File: config.mk
export PLATFORM = sky130hd
export DESIGN_NAME = adc_scan_averager
export DESIGN_NICKNAME = d
export VERILOG_FILES = /design/src/rtl/adc_scan_averager.sv
export SDC_FILE = /design/constraint.sdc
export NUM_CORES = 1
export LEC_CHECK = 0
export ABC_AREA = 1
export BUFFER_PORTS_ARGS = -buffer_cell sky130_fd_sc_hd__buf_2
export CAP_MARGIN = 20
export CORE_MARGIN = 5
export CORE_UTILIZATION = 56
export CTS_CLUSTER_SIZE = 16
export DETAILED_ROUTE_END_ITERATION = 12
export HOLD_SLACK_MARGIN = 0.12
export PLACE_DENSITY = 0.79
export SKIP_LAST_GASP = 1
export SLEW_MARGIN = 10
export SYNTH_ARGS = -nofsm -noshare
export SYNTH_HDL_FRONTEND = slang
export SYNTH_SLANG_ARGS = --single-unit
File: constraint.sdc
create_clock -name clock_clk -period 2 [get_ports clock_clk]
set_input_delay 0.2 -clock clock_clk [delete_from_list [all_inputs] [get_ports clock_clk]]
set_output_delay 0.2 -clock clock_clk [all_outputs]
set_load 0.03 [all_outputs]
File: src/rtl/adc_scan_averager.sv
// Scan sequencer for the modular ADC core: walks a channel mask and averages 2^AVG_LOG2 conversions per channel.
// Optional macro ADC_SCAN_CHANNEL_CHECK_EN: discard responses from the wrong channel and flag chan_error.
module adc_scan_averager #(
   parameter int NUM_CH   = 9,
   parameter int CH_W     = 5,
   parameter int DATA_W   = 12,
   parameter int AVG_LOG2 = 2
) (
   input  logic              clock_clk,
   input  logic              reset_sink_reset_n,
   input  logic              enable,
   input  logic [NUM_CH-1:0] channel_mask,
   output logic              command_valid,
   output logic [CH_W-1:0]   command_channel,
   output logic              command_startofpacket,
   output logic              command_endofpacket,
   input  logic              command_ready,
   input  logic              response_valid,
   input  logic [CH_W-1:0]   response_channel,
   input  logic [DATA_W-1:0] response_data,
   input  logic              response_startofpacket,
   input  logic              response_endofpacket,
   output logic              sample_valid,
   output logic [CH_W-1:0]   sample_channel,
   output logic [DATA_W-1:0] sample_data,
   input  logic              sample_ready,
   output logic              overrun,
   input  logic              clear_overrun,
   output logic              busy
`ifdef ADC_SCAN_CHANNEL_CHECK_EN
   ,
   output logic              chan_error
`endif
);

   localparam int ACC_W = DATA_W + AVG_LOG2;
   localparam int CNT_W = AVG_LOG2 + 1;
   localparam int NCONV = 1 << AVG_LOG2;

   typedef enum logic [1:0] {IDLE, ISSUE, WAIT_RESP, EMIT} state_t;

   state_t              state_q, state_d;
   logic [NUM_CH-1:0]   scan_mask_q, scan_mask_d;
   logic [CH_W-1:0]     ch_q, ch_d;
   logic [ACC_W-1:0]    acc_q, acc_d;
   logic [CNT_W-1:0]    cnt_q, cnt_d;
   logic                smp_vld_q, smp_vld_d;
   logic [CH_W-1:0]     smp_ch_q, smp_ch_d;
   logic [DATA_W-1:0]   smp_data_q, smp_data_d;
   logic                overrun_q, overrun_d;
   logic                resp_ok;
   logic                unused_resp_framing;

   assign unused_resp_framing = response_startofpacket ^ response_endofpacket;

   function automatic logic [CH_W-1:0] lowest_ch(input logic [NUM_CH-1:0] m);
      lowest_ch = '0;
      for (int i = NUM_CH - 1; i >= 0; i--)
         if (m[i]) lowest_ch = CH_W'(i);
   endfunction

   function automatic logic [CH_W-1:0] highest_ch(input logic [NUM_CH-1:0] m);
      highest_ch = '0;
      for (int i = 0; i < NUM_CH; i++)
         if (m[i]) highest_ch = CH_W'(i);
   endfunction

   function automatic logic has_next(input logic [NUM_CH-1:0] m, input logic [CH_W-1:0] c);
      has_next = 1'b0;
      for (int i = 0; i < NUM_CH; i++)
         if (m[i] && (i > int'(c))) has_next = 1'b1;
   endfunction

   function automatic logic [CH_W-1:0] next_ch(input logic [NUM_CH-1:0] m, input logic [CH_W-1:0] c);
      next_ch = c;
      for (int i = NUM_CH - 1; i >= 0; i--)
         if (m[i] && (i > int'(c))) next_ch = CH_W'(i);
   endfunction

   // Truncating average: drop the AVG_LOG2 fractional bits of the sum.
   function automatic logic [DATA_W-1:0] avg_of(input logic [ACC_W-1:0] a);
      avg_of = DATA_W'(a >> AVG_LOG2);
   endfunction

`ifdef ADC_SCAN_CHANNEL_CHECK_EN
   logic chan_err_q, chan_err_d;
   assign resp_ok    = response_valid && (response_channel == ch_q);
   assign chan_error = chan_err_q;
`else
   logic unused_resp_channel;
   assign resp_ok             = response_valid;
   assign unused_resp_channel = ^response_channel;
`endif

   always_ff @(posedge clock_clk or negedge reset_sink_reset_n) begin
      if (!reset_sink_reset_n) begin
         state_q     <= IDLE;
         scan_mask_q <= '0;
         ch_q        <= '0;
         acc_q       <= '0;
         cnt_q       <= '0;
         smp_vld_q   <= 1'b0;
         smp_ch_q    <= '0;
         smp_data_q  <= '0;
         overrun_q   <= 1'b0;
`ifdef ADC_SCAN_CHANNEL_CHECK_EN
         chan_err_q  <= 1'b0;
`endif
      end else begin
         state_q     <= state_d;
         scan_mask_q <= scan_mask_d;
         ch_q        <= ch_d;
         acc_q       <= acc_d;
         cnt_q       <= cnt_d;
         smp_vld_q   <= smp_vld_d;
         smp_ch_q    <= smp_ch_d;
         smp_data_q  <= smp_data_d;
         overrun_q   <= overrun_d;
`ifdef ADC_SCAN_CHANNEL_CHECK_EN
         chan_err_q  <= chan_err_d;
`endif
      end
   end

   always_comb begin
      state_d     = state_q;
      scan_mask_d = scan_mask_q;
      ch_d        = ch_q;
      acc_d       = acc_q;
      cnt_d       = cnt_q;
      smp_vld_d   = smp_vld_q && !sample_ready;
      smp_ch_d    = smp_ch_q;
      smp_data_d  = smp_data_q;
      overrun_d   = clear_overrun ? 1'b0 : overrun_q;
`ifdef ADC_SCAN_CHANNEL_CHECK_EN
      chan_err_d  = clear_overrun ? 1'b0 : chan_err_q;
`endif
      case (state_q)
         IDLE: begin
            if (enable && (|channel_mask)) begin
               scan_mask_d = channel_mask;
               ch_d        = lowest_ch(channel_mask);
               state_d     = ISSUE;
            end
         end
         ISSUE: begin
            if (command_ready) state_d = WAIT_RESP;
         end
         WAIT_RESP: begin
`ifdef ADC_SCAN_CHANNEL_CHECK_EN
            if (response_valid && !resp_ok) chan_err_d = 1'b1;
`endif
            if (resp_ok) begin
               acc_d   = acc_q + ACC_W'(response_data);
               cnt_d   = cnt_q + CNT_W'(1);
               state_d = (cnt_d == CNT_W'(NCONV)) ? EMIT : ISSUE;
            end
         end
         EMIT: begin
            // A held sample that is not being taken this cycle wins; the new one is lost.
            if (!smp_vld_q || sample_ready) begin
               smp_vld_d  = 1'b1;
               smp_ch_d   = ch_q;
               smp_data_d = avg_of(acc_q);
            end else begin
               overrun_d = 1'b1;
            end
            acc_d = '0;
            cnt_d = '0;
            if (!enable) begin
               state_d = IDLE;
            end else if (has_next(scan_mask_q, ch_q)) begin
               ch_d    = next_ch(scan_mask_q, ch_q);
               state_d = ISSUE;
            end else if (|channel_mask) begin
               scan_mask_d = channel_mask;
               ch_d        = lowest_ch(channel_mask);
               state_d     = ISSUE;
            end else begin
               state_d = IDLE;
            end
         end
         default: state_d = IDLE;
      endcase
   end

   always_comb begin
      command_valid         = 1'b0;
      command_channel       = '0;
      command_startofpacket = 1'b0;
      command_endofpacket   = 1'b0;
      if (state_q == ISSUE) begin
         command_valid         = 1'b1;
         command_channel       = ch_q;
         command_startofpacket = (cnt_q == '0) && (ch_q == lowest_ch(scan_mask_q));
         command_endofpacket   = (cnt_q == CNT_W'(NCONV - 1)) && (ch_q == highest_ch(scan_mask_q));
      end
   end

   assign busy           = (state_q != IDLE);
   assign sample_valid   = smp_vld_q;
   assign sample_channel = smp_ch_q;
   assign sample_data    = smp_data_q;
   assign overrun        = overrun_q;

endmodule
Word-level counts from Yosys, hierarchy flattened
Index checks and enable logic that the tools add are counted.

Register bits after elaboration: 52. Logic and storage cells: 137. Output and inout bits: 28. Bits of input ports: 35.

Order comparisons: 8. Equal/unequal tests: 15. Multiplexer cells: 77. Add/sub/neg operators: 2. Reductions and logical operators: 26.

Operators by type and width (number): 5-bit two-way mux (38); 9-bit two-way mux (4); 14-bit one-hot mux with 2 select lines (1); 1-bit two-way mux (22); 3-bit by 5-bit > comparator with 1-bit output, first input constant (4); 9-bit one-hot mux with 2 select lines (1); 14-bit by 12-bit adder with 14-bit output (1); 14-bit two-way mux (1); 1-bit logical AND (12); 2-bit != test, second input constant (6); 5-bit == test (2); 2-bit by 5-bit > comparator with 1-bit output, first input constant (2); 10-bit != test, second input constant (1); 5-bit one-hot mux with 2 select lines (1); 5-bit AND reduction (2); 9-bit OR reduction (1); 2-bit two-way mux (4); 4-bit two-way mux (2); 2-bit one-hot mux with 4 select lines (1); 3-bit one-hot mux with 2 select lines (1); 2-bit nonzero test (3); 1-bit by 5-bit > comparator with 1-bit output, first input constant (1); 4-bit by 5-bit > comparator with 1-bit output, first input constant (1); 2-bit == test, second input constant (2); other kinds (12) (14).

Longest topological paths before layout
Gate-level depths: netlist of the first run.

Word-level depth: 15. Depth in mapped cells: 11.

Worst setup path before layout of the first run
Ideal clock, no wire load.

Path type: register to output. Start: reg state_q[1]. End: out command_endofpacket. Required time: 1.800 ns. Path slack: 0.303 ns. Arrival: 1.497 ns. Stages on the path, launching flop included: 8. Path through: dfrtp_1 inv_1 nand2_1 inv_1 nand3_1 nor2_1 nand2_1 nor2_1.

Word-level cells in the longest chain between the ends: 2.

Ends and longest elaborated chain: start: declaration (RTL line 42) `state_t state_q, state_d;`; start signal: assignment (RTL line 110) `state_q <= state_d;`; 2-bit by 1-bit == test with 1-bit output (RTL line 192) `if (state_q == ISSUE) begin`; 1-bit two-way mux (RTL line 192); end: declaration (RTL line 16) `output logic command_endofpacket,`.

No other way between the ends.

Worst setup path after layout of the first run
Start: reg scan_mask_q[2]. End: out command_startofpacket.

Word-level cells in the longest chain between the ends: 7.

Ends and longest elaborated chain: start: declaration (RTL line 43) `logic [NUM_CH-1:0] scan_mask_q, scan_mask_d;`; start signal: assignment (RTL line 111) `scan_mask_q <= scan_mask_d;`; 5-bit two-way mux (3 in series) (RTL line 59) `if (m[i]) lowest_ch = CH_W'(i);`; 5-bit two-way mux (RTL line 192); 5-bit == test (RTL line 195) `command_startofpacket = (cnt_q == '0) && (ch_q == lowest_ch(scan_mask_q));`; 1-bit logical AND (RTL line 195); 1-bit two-way mux (RTL line 192); end: declaration (RTL line 15) `output logic command_startofpacket,`.

No other way between the ends. The select of a mux whose other input is x is not followed.

==> results.py, run 1 <==
metrics = {
    "outcome": {
        "outcome": "finished, final reports clean",
    },
    "placement": {
        "dp_hpwl_um": 5949,
        "io_buffers": 53,
        "routabilityCongestion": 0.8934,
    },
    "yosys": {
        "synthArstFlopShare": 1.000,
        "yosysUniqueCellTypes": 33,
        "ys_seq_area_frac": 0.3912,
        "yosys_warnings": 0,
        "yosysTopAreaCell": "dfrtp_1",
        "synth_area_leaders": "dfrtp_1, nand2_1, inv_1",
        "syn_avg_cell_area_um2": 7.285,
        "synth-edff-count": 0,
        "syn-cell-area_um2": 3198,
        "synth-main-ff-cell": "dfrtp_1",
        "synth_seq_cells": 50,
        "synth_top_area_share": 0.3912,
        "synth_cells": 439,
    },
    "global_routing": {
        "grt_pass1_vias": 2997,
        "antenna_found_initial": 0,
        "overflow": 0,
        "grt_usage": 0.2192,
        "grt_pass1_wl_um": 13070,
        "grt_max_degree": 25,
    },
    "finish": {
        "area_growth_pct": 17.64,
        "antenna_cells": 0,
        "drive_gt1_frac": 0.2174,
        "layout_common_cells": "nand2_1, inv_1, buf_2",
        "layout_commonest_cell": "nand2_1",
        "multi_input_area_um2": 1739,
        "finalNetCount": 556,
        "seqCellArea_um2": 1255,
        "fillers": 484,
    },
    "worst_setup_path": {
        "arrival_ns": 1.75,
        "cp-start-kind": "flop",
        "cp_max_fo": 5,
        "path_class": "reg2out",
        "cp-end-kind": "output pin",
        "required_ns": 1.80,
    },
    "floorplanning": {
        "ioPinCount": 63,
        "row_count": 27,
        "initial_core_util": 0.5772,
        "die-width_um": 85.57,
        "die_y_um": 85.57,
        "die-area_um2": 7322,
        "core_um2": 5540,
    },
    "timing": {
        "whs_ns": 0.1656,
        "period_needed_ns": 1.946,
        "finalSetupViolations": 0,
        "fmax_mhz": 513.8,
        "hold_violations": 0,
        "timing.final.crit_share": 0.9732,
        "maxSlewViolCount": 0,
        "fin_tns_setup_ns": 0,
        "rsz0062_at_grt": "yes",
        "fin_worst_skew_ns": 0.006668,
    },
    "run": {
        "max_cap_violations": 0,
    },
    "drt": {
        "first_iter_violations": 240,
        "firstDrtPassIters": 5,
        "final_antenna_net_count": 0,
        "viasPerCell": 5.346,
        "wl_per_cell_um": 13.37,
        "vias": 3090,
        "drc": 0,
        "routed_wl_um": 7729,
    },
    "clocking": {
        "cts.sinks": 50,
        "insertion_delay_ns": 0.31,
        "cts_buffer_depth": 2,
        "cts_buffers": 5,
        "cts-root-buf": "clkbuf_8",
        "clk_pin_slew_ns": 0.09,
        "cts_tree": "built",
        "h-tree-depth": 2,
    },
    "worst_hold_path": {
        "hold_path.class": "in2reg",
    },
    "pwr": {
        "switching_power_w": 0.002773,
        "peakVddDrop_v": 0.0007179,
        "p_int_w": 0.002863,
        "power_leakage_nw": 2.057,
        "pwr-share-seq": 0.306,
        "pwr-share-clk": 0.128,
        "p_comb_frac": 0.565,
        "cellPowerDensity_nw_per_um2": 1498,
        "switching_share": 0.4920,
    },
}
==> cell families after synthesis <==
kind of cell | Yosys count | share of synthesized area
muxes | 5 | 0.01760
DFF | 50 | 0.3912
other | 1 | 0.001173
buffers and inverters | 62 | 0.07942
adders and majority gates | 16 | 0.06495
and+or+nand+nor | 217 | 0.2833
xor gates and xnor gates | 4 | 0.01096
AOI/OAI and AO/OA | 84 | 0.1514
==> routing by layer <==
layer | up-vias | global-route usage | part of all wire
li1 | 1554 | - | -
met1 | 1413 | 0.3104 | 0.47
met2 | 114 | 0.3432 | 0.45
met3 | 9 | 0.03554 | 0.068
met4 | 0 | 0.07050 | 0.014
met5 | - | 0 | 0
==> registers in the layout (all words and copies together) (netlist names) <==
signal,cells
sample_data,12
ch_q,4
acc_q,14
cnt_q,3
sample_valid,1
scan_mask_q,9
sample_channel,4
overrun,1
state_q,2
==> per-stage QoR <==
| step | power [W] | util | instance area, um2 | worst slack [ns] | cells |
|---|---|---|---|---|---|
| 3_5_place_dp | 0.004709 | 0.6409 | 3551 | 0.2156 | 564 |
| 5_1_grt | 0.006160 | 0.6791 | 3762 | -0.1100 | 578 |
| 2_1_floorplan | 0.003968 | - | 3202 | 0.3026 | 440 |
| 6_report | 0.005635 | 0.6791 | 3762 | 0.05353 | 578 |
| 4_1_cts | 0.005472 | 0.6658 | 3689 | 0.01546 | 574 |
| 3_3_place_gp | 0.004594 | 0.6409 | 3551 | 0.2493 | 564 |
==> path summary, 6_finish.rpt <==
check / start / end / slack (ns) / depth (start not counted)
worst max-delay path: scan_mask_q[2] / command_startofpacket / 0.05 / 10
worst min-delay path: channel_mask[8] / scan_mask_q[8] / 0.17 / 3
worst max register to register: acc_q[0] / acc_q[12] / 0.19 / 10
worst min register to register: sample_data[2] / sample_data[2] / 0.49 / 2
max in group asynchronous: reset_sink_reset_n / scan_mask_q[7] / 1.07 / 3
min in group asynchronous: reset_sink_reset_n / sample_channel[1] / 0.29 / 2
==> layout make-up <==
type / instances / area share
multi-input combinational: 328 / 0.4623
clock inverter: 2 / 0.009977
inverter: 56 / 0.05587
tap: 72 / 0.02394
timing repair buffer: 64 / 0.09511
sequential: 50 / 0.3336
clock buffer: 6 / 0.01929
==> synthesized netlist by cell type (all sizes together) (2+ instances only) <==
| cell | n |
|---|---|
| a21oi | 22 |
| nand3 | 31 |
| o22ai | 4 |
| o21ai | 49 |
| mux2 | 5 |
| a22o | 2 |
| xor2 | 3 |
| or2 | 2 |
| nand2 | 132 |
| o21bai | 2 |
| dfrtp | 50 |
| nor3 | 2 |
| nor2 | 43 |
| buf | 5 |
| nand4 | 6 |
| ha | 15 |
| a21o | 2 |
| inv | 56 |
==> repair_timing <==
| item | CTS | global route |
|---|---|---|
| resized for setup | 3 | 21 |
| pin swaps | 0 | 8 |
| buffers inserted | 0 | 4 |
| hold buffers | 2 | 0 |
| endpoints found under the setup margin | 1 | 2 |
| hold endpoints to repair | 27 | 0 |
==> critical path: stages (launching register included) <==
cell     delay [ns]
dfrtp_1        0.44
nor2_2         0.18
nand3_2        0.11
inv_2          0.10
nand3_2        0.06
nand2_1        0.07
nand2_1        0.06
nor2_2         0.08
nand3_1        0.07
nor2_1         0.10
buf_4          0.16
==> power groups by stage <==
stage / clock [W] / combinational (W) / sequential (W)
after floorplan: 0 / 0.00208 / 0.00189
after global placement: 0 / 0.00290 / 0.00170
after detailed placement: 0 / 0.00299 / 0.00172
after CTS: 0.000746 / 0.00302 / 0.00170
after global routing: 0.000780 / 0.00360 / 0.00178
final: 0.000724 / 0.00319 / 0.00173
(Power assumes the default switching activity.)
==> run 2: changes to the inputs <==
--- a/config.mk
+++ b/config.mk
@@ -9,11 +9,11 @@
 export BUFFER_PORTS_ARGS = -buffer_cell sky130_fd_sc_hd__buf_2
 export CAP_MARGIN = 20
 export CORE_MARGIN = 5
-export CORE_UTILIZATION = 56
+export CORE_UTILIZATION = 40
 export CTS_CLUSTER_SIZE = 16
 export DETAILED_ROUTE_END_ITERATION = 12
 export HOLD_SLACK_MARGIN = 0.12
-export PLACE_DENSITY = 0.79
+export PLACE_DENSITY = 0.59
 export SKIP_LAST_GASP = 1
 export SLEW_MARGIN = 10
 export SYNTH_ARGS = -nofsm -noshare
==> constraint.sdc (replaced) <==
create_clock -name clock_clk -period 2.2 [get_ports clock_clk]
set_input_delay 0.22 -clock clock_clk [delete_from_list [all_inputs] [get_ports clock_clk]]
set_output_delay 0.22 -clock clock_clk [all_outputs]
set_load 0.03 [all_outputs]
==> run 2 against run 1 <==
  * Power decreased by 11%
  * Sequential power decreased by 10%
  * Global-route usage decreased by 5.9 points
  * Non-clock buffer count decreased by 5
  * Sequential share of layout area increased by 0.056 points
  * Worst hold slack improved by 0.021 ns
  * Clock skew increased by 0.0030 ns
  * Critical path depth decreased by 2
  * Core utilization decreased by 20 points
  * Die area increased by 35%
  * Design area decreased by 0.27%
  * Largest cell class unchanged
==> results.py, run 2 (synthesized netlist as in run 1, its figures left out) <==
metrics = {
    "floorplanning": {
        "ioPinCount": 63,
        "die_y_um": 99.42,
        "core_um2": 7767,
        "die-area_um2": 9883,
        "die-width_um": 99.42,
        "row_count": 32,
        "initial_core_util": 0.4117,
    },
    "pwr": {
        "peakVddDrop_v": 0.0006049,
        "switching_power_w": 0.002454,
        "p_comb_frac": 0.560,
        "pwr-share-seq": 0.310,
        "cellPowerDensity_nw_per_um2": 1335,
        "p_int_w": 0.002554,
        "pwr-share-clk": 0.130,
        "switching_share": 0.4900,
        "power_leakage_nw": 2.043,
    },
    "placement": {
        "io_buffers": 53,
        "routabilityCongestion": 0.8949,
        "dp_hpwl_um": 6064,
        "preCtsSetupSlack_ns": 0.4083,
    },
    "worst_setup_path": {
        "critPathSlowestCell": "dfrtp_1",
        "cpPeakStageDelay_ns": 0.39,
        "required_ns": 1.98,
        "cp_top_family": "flip-flops",
        "critPathMostFrequentCell": "nand2_1",
        "path_buf_inv": 2,
        "critical_path.cell_chain": "inv_1 -> nand2_1 -> o21ai_0 -> nand2_1 -> xor2_1 -> o21bai_1 -> nor2_1 -> buf_2",
        "cp_max_fo": 5,
        "path_class": "reg2out",
        "cp-end-kind": "output pin",
        "cp-start-kind": "flop",
        "arrival_ns": 1.84,
    },
    "global_routing": {
        "grt_pass1_vias": 2813,
        "overflow": 0,
        "antenna_found_initial": 0,
        "grt_max_degree": 27,
        "grt_usage": 0.1597,
        "grt_pass1_wl_um": 13100,
    },
    "run": {
        "max_cap_violations": 0,
    },
    "clocking": {
        "clk_pin_slew_ns": 0.09,
        "cts_buffers": 5,
        "cts.sinks": 50,
        "h-tree-depth": 2,
        "insertion_delay_ns": 0.30,
        "cts-root-buf": "clkbuf_8",
        "cts_tree": "built",
        "cts_buffer_depth": 2,
    },
    "finish": {
        "layout_common_cells": "nand2_1, inv_1, buf_2",
        "regMostFlops": "acc_q",
        "layout_commonest_cell": "nand2_1",
        "final_core_util": 0.4831,
        "antenna_cells": 0,
        "fillers": 811,
        "drive_gt1_frac": 0.1896,
        "largest_reg_flops": 14,
        "area_growth_pct": 17.33,
        "finalNetCount": 551,
    },
    "outcome": {
        "outcome": "finished, final reports clean",
    },
    "timing": {
        "fmax_mhz": 485.6,
        "fin_tns_setup_ns": 0,
        "timing.final.crit_share": 0.9360,
        "fin_worst_skew_ns": 0.009628,
        "rsz0062_at_grt": "no",
        "finalSetupViolations": 0,
        "worstMarginPinSlew_ns": 0.5957,
        "setup_ws_ns": 0.1408,
        "max-slew-margin-rel": 0.6029,
        "maxSlewViolCount": 0,
        "hold_violations": 0,
        "period_needed_ns": 2.059,
    },
    "drt": {
        "wl_per_cell_um": 12.66,
        "routed_wl_um": 7636,
        "first_iter_violations": 136,
        "final_antenna_net_count": 0,
        "drc": 0,
        "viasPerCell": 4.886,
        "vias": 2946,
        "firstDrtPassIters": 4,
    },
    "worst_hold_path": {
        "hold_path.class": "in2reg",
    },
}
==> run 2: cell count changes in the layout (fill, tap and decap cells not counted), moves of 2 or more <==
cell     previous run  this run
inv_1              51        54
buf_4              11         3
o21ai_0            37        39
nand3_1            27        29
inv_2               5         2
nand3_2             4         2
==> run 2: path summary, 6_finish.rpt <==
check,cells past startpoint,endpoint,from,slack (ns)
max,8,command_endofpacket,scan_mask_q[5],0.14
min,3,scan_mask_q[7],channel_mask[7],0.19
max reg2reg,7,acc_q[8],acc_q[0],0.38
min reg2reg,2,sample_channel[1],sample_channel[1],0.49
max in group asynchronous,3,scan_mask_q[3],reset_sink_reset_n,1.20
min in group asynchronous,2,sample_data[5],reset_sink_reset_n,0.44
==> run 2: cell type report <==
type                            count  area, um2  area share
Inverter                           56      210.2     0.05602
Clock inverter                      1      30.03    0.008003
Clock buffer                        7      76.32     0.02034
Tap cell                          102      127.6     0.03401
Timing Repair Buffer               59      330.3     0.08803
Multi-Input combinational cell    328       1724      0.4595
Sequential cell                    50       1254      0.3341
==> run 2: repair_timing <==
item                                    CTS  global route
endpoints found under the setup margin    0             1
resized for setup                         0            12
hold buffers                              2             0
hold endpoints to repair                 25             0
setup buffers                             0             0
==> run 2: tightest hold or removal path: stages <==
cell     delay, ns
buf_2         0.12
nand3_1       0.07
nand2_1       0.05
==> run 2: stage by stage <==
stage | hold slack, ns | instance area (um2) | power, W | std cells
after floorplan | -0.07559 | 3202 | 0.003607 | 440
after global placement | 0.2632 | 3593 | 0.004269 | 593
after detailed placement | 0.2737 | 3593 | 0.004305 | 593
after CTS | 0.1764 | 3720 | 0.004980 | 603
after global routing | 0.1751 | 3752 | 0.005498 | 603
final | 0.1863 | 3752 | 0.005008 | 603
==> run 2: power by group through the flow <==
stage,combinational (W),sequential [W],clock (W)
floorplan,0.00189,0.00172,0
global placement,0.00273,0.00154,0
detailed placement,0.00276,0.00155,0
CTS,0.00277,0.00153,0.000677
global route,0.00317,0.00161,0.000714
finish,0.00280,0.00155,0.000650
==> run 2: routing by layer <==
| metal | share of wire | wire length, um | global-route usage | up-vias |
|---|---|---|---|---|
| met2 | 0.42 | 3202 | 0.2350 | 60 |
| li1 | - | - | - | 1546 |
| met3 | 0.055 | 420 | 0.03366 | 2 |
| met4 | 0.0045 | 34 | 0.03782 | 0 |
| met1 | 0.52 | 3979 | 0.2391 | 1338 |
| met5 | 0 | 0 | 0 | - |
